===== config.mk =====
export PLATFORM = sky130hd
export DESIGN_NAME = seg_scan_ctrl
export DESIGN_NICKNAME = d
export VERILOG_FILES = /design/src/rtl/seg_scan_ctrl.sv
export SDC_FILE = /design/constraint.sdc
export NUM_CORES = 1
export LEC_CHECK = 0
export BUFFER_PORTS_ARGS = -buffer_cell sky130_fd_sc_hd__clkbuf_2
export CAP_MARGIN = 10
export CELL_PAD_IN_SITES_DETAIL_PLACEMENT = 1
export CELL_PAD_IN_SITES_GLOBAL_PLACEMENT = 1
export CORE_MARGIN = 2
export CORE_UTILIZATION = 30
export DETAILED_ROUTE_END_ITERATION = 10
export GPL_ROUTABILITY_DRIVEN = 0
export GPL_TIMING_DRIVEN = 0
export PLACE_DENSITY_LB_ADDON = 0.12
export SYNTH_ARGS = -nofsm -noshare
export SYNTH_HDL_FRONTEND = slang
export SYNTH_SLANG_ARGS = --single-unit
export TNS_END_PERCENT = 30

===== constraint.sdc =====
create_clock -name Clk -period 3 [get_ports Clk]
set_input_delay 0 -clock Clk [delete_from_list [all_inputs] [get_ports Clk]]
set_output_delay 0 -clock Clk [all_outputs]
set_load 0.02 [all_outputs]

===== src/rtl/seg_scan_ctrl.sv =====
`default_nettype none
// ============================================================================
// Module      : seg_scan_ctrl
// Description : Scans six stopwatch BCD digits onto one shared 7-segment bus.
//               A per-frame snapshot is latched in LOAD so that a frame never
//               mixes two times; freeze holds the snapshot for lap display.
//               Each anode dwells DWELL cycles followed by BLANK dark cycles.
// Revision    : 1.0 - initial release
// ============================================================================
module seg_scan_ctrl #(
    parameter int DWELL   = 4,  // cycles each anode is lit (must be >= 1)
    parameter int BLANK   = 1,  // dark cycles between digits, 0 = none
    parameter int ACT_LOW = 1   // 1: seg/dp/an active-low at the pins
) (
    input  logic       Clk,
    input  logic       rst,
    input  logic       en,
    input  logic       freeze,
    input  logic [3:0] hr_h,
    input  logic [3:0] hr_l,
    input  logic [3:0] min_h,
    input  logic [3:0] min_l,
    input  logic [3:0] sec_h,
    input  logic [3:0] sec_l,
    output logic [6:0] seg,
    output logic       dp,
    output logic [5:0] an,
    output logic [2:0] digit_idx,
    output logic       frame_done
);

    localparam int CMAX = (DWELL > BLANK) ? DWELL : BLANK;
    localparam int CW   = (CMAX > 1) ? $clog2(CMAX) : 1;
    localparam logic [CW-1:0] DWELL_LAST = CW'(DWELL - 1);
    localparam logic [CW-1:0] BLANK_LAST = CW'(BLANK - 1);
    localparam logic HAS_GAP  = (BLANK != 0);
    localparam logic INV      = (ACT_LOW != 0);

    typedef enum logic [1:0] {
        S_IDLE = 2'd0,
        S_LOAD = 2'd1,
        S_ON   = 2'd2,
        S_GAP  = 2'd3
    } state_t;

    state_t        state_q, state_d;
    logic [2:0]    idx_q, idx_d;
    logic [CW-1:0] cnt_q, cnt_d;
    logic          frame_done_q, frame_done_d;
    logic          snap_ld;
    // snapshot packed as {hr_h, hr_l, min_h, min_l, sec_h, sec_l}
    logic [23:0]   snap_q;
    logic [6:0]    seg_q;
    logic          dp_q;
    logic [5:0]    an_q;

    logic          lit;
    logic [3:0]    dig_val;
    logic [6:0]    seg_l;
    logic          dp_l;
    logic [5:0]    an_l;

    // Logical (active-high) segment pattern; codes 10-15 render a dash.
    function automatic logic [6:0] decode(input logic [3:0] v);
        case (v)
            4'd0:    decode = 7'h3F;
            4'd1:    decode = 7'h06;
            4'd2:    decode = 7'h5B;
            4'd3:    decode = 7'h4F;
            4'd4:    decode = 7'h66;
            4'd5:    decode = 7'h6D;
            4'd6:    decode = 7'h7D;
            4'd7:    decode = 7'h07;
            4'd8:    decode = 7'h7F;
            4'd9:    decode = 7'h6F;
            default: decode = 7'h40;
        endcase
    endfunction

    // State, digit index, dwell counter, frame pulse and snapshot registers
    always_ff @(posedge Clk) begin
        if (rst) begin
            state_q      <= S_IDLE;
            idx_q        <= 3'd0;
            cnt_q        <= '0;
            frame_done_q <= 1'b0;
            snap_q       <= 24'd0;
        end else begin
            state_q      <= state_d;
            idx_q        <= idx_d;
            cnt_q        <= cnt_d;
            frame_done_q <= frame_done_d;
            if (snap_ld) begin
                snap_q <= {hr_h, hr_l, min_h, min_l, sec_h, sec_l};
            end
        end
    end

    // Next-state logic: round-robin over six digits, en=0 forces IDLE
    always_comb begin
        state_d      = state_q;
        idx_d        = idx_q;
        cnt_d        = cnt_q;
        frame_done_d = 1'b0;
        snap_ld      = 1'b0;
        case (state_q)
            S_IDLE: begin
                if (en) state_d = S_LOAD;
            end
            S_LOAD: begin
                // freeze keeps the previous snapshot on screen (lap hold)
                snap_ld = !freeze;
                state_d = S_ON;
                idx_d   = 3'd0;
                cnt_d   = '0;
            end
            S_ON: begin
                if (cnt_q == DWELL_LAST) begin
                    cnt_d = '0;
                    if (HAS_GAP) begin
                        state_d = S_GAP;
                    end else if (idx_q == 3'd5) begin
                        state_d      = S_LOAD;
                        idx_d        = 3'd0;
                        frame_done_d = 1'b1;
                    end else begin
                        idx_d = idx_q + 3'd1;
                    end
                end else begin
                    cnt_d = cnt_q + 1'b1;
                end
            end
            S_GAP: begin
                if (cnt_q == BLANK_LAST) begin
                    cnt_d = '0;
                    if (idx_q == 3'd5) begin
                        state_d      = S_LOAD;
                        idx_d        = 3'd0;
                        frame_done_d = 1'b1;
                    end else begin
                        state_d = S_ON;
                        idx_d   = idx_q + 3'd1;
                    end
                end else begin
                    cnt_d = cnt_q + 1'b1;
                end
            end
            default: state_d = S_IDLE;
        endcase
        if (!en) begin
            state_d      = S_IDLE;
            idx_d        = 3'd0;
            cnt_d        = '0;
            frame_done_d = 1'b0;
            snap_ld      = 1'b0;
        end
    end

    // Logical display levels for the digit currently being scanned
    always_comb begin
        lit = en && (state_q == S_ON);
        case (idx_q)
            3'd0:    dig_val = snap_q[3:0];
            3'd1:    dig_val = snap_q[7:4];
            3'd2:    dig_val = snap_q[11:8];
            3'd3:    dig_val = snap_q[15:12];
            3'd4:    dig_val = snap_q[19:16];
            default: dig_val = snap_q[23:20];
        endcase
        an_l  = 6'd0;
        seg_l = 7'd0;
        dp_l  = 1'b0;
        if (lit) begin
            an_l = 6'b000001 << idx_q;
            // leading zero of the hours is blanked, anode still scanned
            if (!(idx_q == 3'd5 && dig_val == 4'd0)) begin
                seg_l = decode(dig_val);
            end
            dp_l = (idx_q == 3'd2) || (idx_q == 3'd4);
        end
    end

    // Pin registers; polarity is applied only here
    always_ff @(posedge Clk) begin
        if (rst) begin
            seg_q <= {7{INV}};
            dp_q  <= INV;
            an_q  <= {6{INV}};
        end else begin
            seg_q <= seg_l ^ {7{INV}};
            dp_q  <= dp_l ^ INV;
            an_q  <= an_l ^ {6{INV}};
        end
    end

    assign seg        = seg_q;
    assign dp         = dp_q;
    assign an         = an_q;
    assign digit_idx  = idx_q;
    assign frame_done = frame_done_q;

endmodule
`default_nettype wire


==> impl_metrics.py <==
metrics = {
    "yosys": {
        "synth-main-ff-cell": "dfxtp_1",
        "netlist_instances": 252,
        "ys_ff_latch": 46,
        "synth_cell_type_count": 46,
        "async_flop_share": 0,
        "ys_warn_count": 0,
        "synth_edf_count": 0,
        "syn_avg_cell_area_um2": 8.28,
        "yosysSeqAreaShare": 0.442,
        "syn-num-nets": 289,
        "syn_area_um2": 2090,
    },
    "timing": {
        "fin_worst_skew_ns": 0.0105,
        "tns_ns": 0,
        "rsz0062_at_grt": "no",
        "fin_crit_ns": 2.73,
        "finalCritPeriodShare": 0.911,
        "fin_ws_ns": 0.267,
        "timing.slew.headroom": 0.636,
        "max_clock_freq_mhz": 366,
        "finalMaxSlewViolations": 0,
        "setup_violations": 0,
        "tightest_slew_ns": 0.543,
        "finalHoldViolCount": 0,
    },
    "power_and_ir_drop": {
        "vdd_drop_max_v": 0.000268,
        "total_power_uw": 1280,
        "p_per_area_nw_per_um2": 460,
        "p_leak_uw": 0.00108,
    },
    "run_status": {
        "status": "finished clean",
    },
    "layout": {
        "layout_commonest_cell": "nand2_1",
        "fin_util": 0.413,
        "design_area_um2": 2790,
        "antenna_cells": 0,
        "drive_above_1_share": 0.201,
        "fill_cells": 827,
        "area_growth_pct": 33.8,
        "layout.nets": 364,
        "layout_common_cells": "nand2_1 (69), dfxtp_1 (46), clkbuf_2 (44), a21oi_1 (38), dlygate4sd3_1 (24)",
    },
    "global_route": {
        "track_usage": 0.155,
        "grt_max_degree": 15,
        "grt_antenna_before_repair": 0,
        "grt_remaining_overflow": 0,
        "grt_use_met3": 0.0313,
        "grt.busiest_layer": "met2",
        "met1_usage": 0.195,
        "grt_use_met2": 0.269,
        "grt_first_pass_wirelength_um": 9230,
        "grt_pass1_vias": 1919,
    },
    "routing": {
        "vias": 1944,
        "routedWlPerCell_um": 13.3,
        "drtPass1Iterations": 4,
        "via_per_inst": 4.76,
        "dr.first_iter.drc_count": 25,
        "drtAntennaViolNets": 0,
        "drc": 0,
        "routed_wl_um": 5430,
    },
    "worst_hold_path": {
        "hold_depth": 2,
        "min_from": "rst",
        "hp-class": "input pin to register",
    },
    "placed_design": {
        "io_buffers": 44,
        "hpwl_um": 3930,
        "dpl_cell_area_um2": 2410,
        "pre_cts_ws_ns": 0.189,
    },
    "critical_path": {
        "crit_required_ns": 3.22,
        "crit_top_cell": "o21ai_1",
        "cp-end-kind": "register",
        "crit_family": "compound AO/OA/AOI/OAI gates",
        "rr_startpoint": "digit_idx[2]$_SDFFE_PP0P_",
        "rrSetupSlack_ns": 0.27,
        "slowest_delay_ns": 0.43,
        "cp_num_buf_inv": 3,
        "crit_slowest_cell": "dfxtp_1",
        "critical_path_depth": 11,
        "crit_type": "register to register",
        "arrival_ns": 2.95,
        "cp_max_fo": 10,
        "startpoint": "digit_idx[2]$_SDFFE_PP0P_",
        "reg2regPathDepth": 11,
        "worstPathCellList": "buf_4 -> clkinv_1 -> ha_2 -> a22oi_1 -> o21ai_1 -> mux2_2 -> inv_1 -> ha_1 -> and3_1 -> o21ai_1 -> a31oi_1",
        "start_kind": "register",
    },
    "job": {
        "cap_viol_max_count": 0,
    },
    "clock_network": {
        "numClockSinks": 46,
        "max-clock-path-buffers": 2,
        "clk_pin_slew_worst_paths_ns": 0.09,
        "root_buffer": "clkbuf_8",
        "insertion_delay_ns": 0.30,
        "cts_tree": "done",
        "cts_setup_buffers": 0,
        "cts_buffers": 5,
        "h-tree-depth": 2,
    },
    "die": {
        "dieHeight_um": 87.4,
        "fp.dieArea_um2": 7640,
        "rows": 30,
        "io_pins": 46,
        "core-area_um2": 6760,
        "start_util": 0.309,
        "die_w_um": 87.4,
    },
}
-- state kept, by name, summed over array words and instances (netlist names) --
name        count
snap_q         24
seg             7
an              6
digit_idx       3
cnt_q           2
state_q         2
dp              1
frame_done      1
-- stage by stage --
stage                     hold WS, ns  cells
after floorplan                 0.136    252
after global placement          0.225    376
after detailed placement        0.232    376
after CTS                      0.0478    408
after global routing           0.0592    408
final                          0.0397    408
-- repair_timing --
action / 4_1_cts / 5_1_grt
setup endpoints to repair: 0 / 2
gates resized for setup: 0 / 1
hold endpoints to repair: 24 / 0
hold buffers: 24 / 0
-- layer usage --
metal	routed length [µm]	share of wire	up-vias
li1	-	-	1010
met1	2620	0.48	893
met2	2580	0.48	36
met3	160	0.029	5
met4	63	0.012	0
met5	0	0	-
-- report_power, final --
group	total, µW	internal (µW)	leakage [µW]	switching (µW)
combinational	90.9	47.8	0.000635	43.1
sequential	625	619	0.000372	6.20
clock	569	355	0.0000714	214
-- final cells by class --
| type | instances | area [µm²] | share of cell area |
|---|---|---|---|
| Multi-Input combinational cell | 184 | 1070 | 0.384 |
| Buffer | 14 | 65.1 | 0.0233 |
| Clock inverter | 2 | 60.1 | 0.0215 |
| Timing Repair Buffer | 68 | 460 | 0.165 |
| Tap cell | 80 | 100 | 0.0359 |
| Clock buffer | 6 | 82.6 | 0.0296 |
| Inverter | 8 | 30.0 | 0.0108 |
| Sequential cell | 46 | 921 | 0.330 |
-- cells in the mapped netlist (all sizes together) (2+ instances only) --
cell type / instances / area, µm²
nor4: 3 / 18.8
nor3: 6 / 35.0
nand3: 2 / 10.0
ha: 9 / 113
a31oi: 2 / 12.5
o22ai: 3 / 31.3
nor2: 9 / 33.8
nand2: 69 / 259
a22oi: 2 / 15.0
nand4: 2 / 12.5
a21oi: 38 / 190
o22a: 2 / 26.3
inv: 7 / 26.3
mux2i: 2 / 20.0
o21a: 2 / 15.0
o21ai: 7 / 35.0
buf: 3 / 23.8
dfxtp: 46 / 921
clkbuf: 11 / 41.3
nor4b: 2 / 32.5
mux2: 3 / 33.8
nor2b: 3 / 18.8
nand3b: 2 / 15.0
and2: 4 / 25.0
-- path summary, 6_finish.rpt --
| kind | endpoint |
|---|---|
| min reg2reg | snap_q[21]$_SDFFE_PP0P_ |
| max | seg[3]$_SDFF_PP1_ |
| min | snap_q[3]$_SDFFE_PP0P_ |
| max reg2reg | seg[3]$_SDFF_PP1_ |
-- cells by family (layout without fill, tap and decap cells) --
| family | after synthesis | after routing | synth area share |
|---|---|---|---|
| muxes | 5 | 5 | 0.0258 |
| buffers and inverters | 22 | 98 | 0.0456 |
| DFF | 46 | 46 | 0.442 |
| adders and majority gates | 9 | 9 | 0.0540 |
| AOI/OAI and AO/OA | 64 | 64 | 0.196 |
| and+or+nand+nor | 106 | 106 | 0.237 |
(Power assumes the default switching activity.)
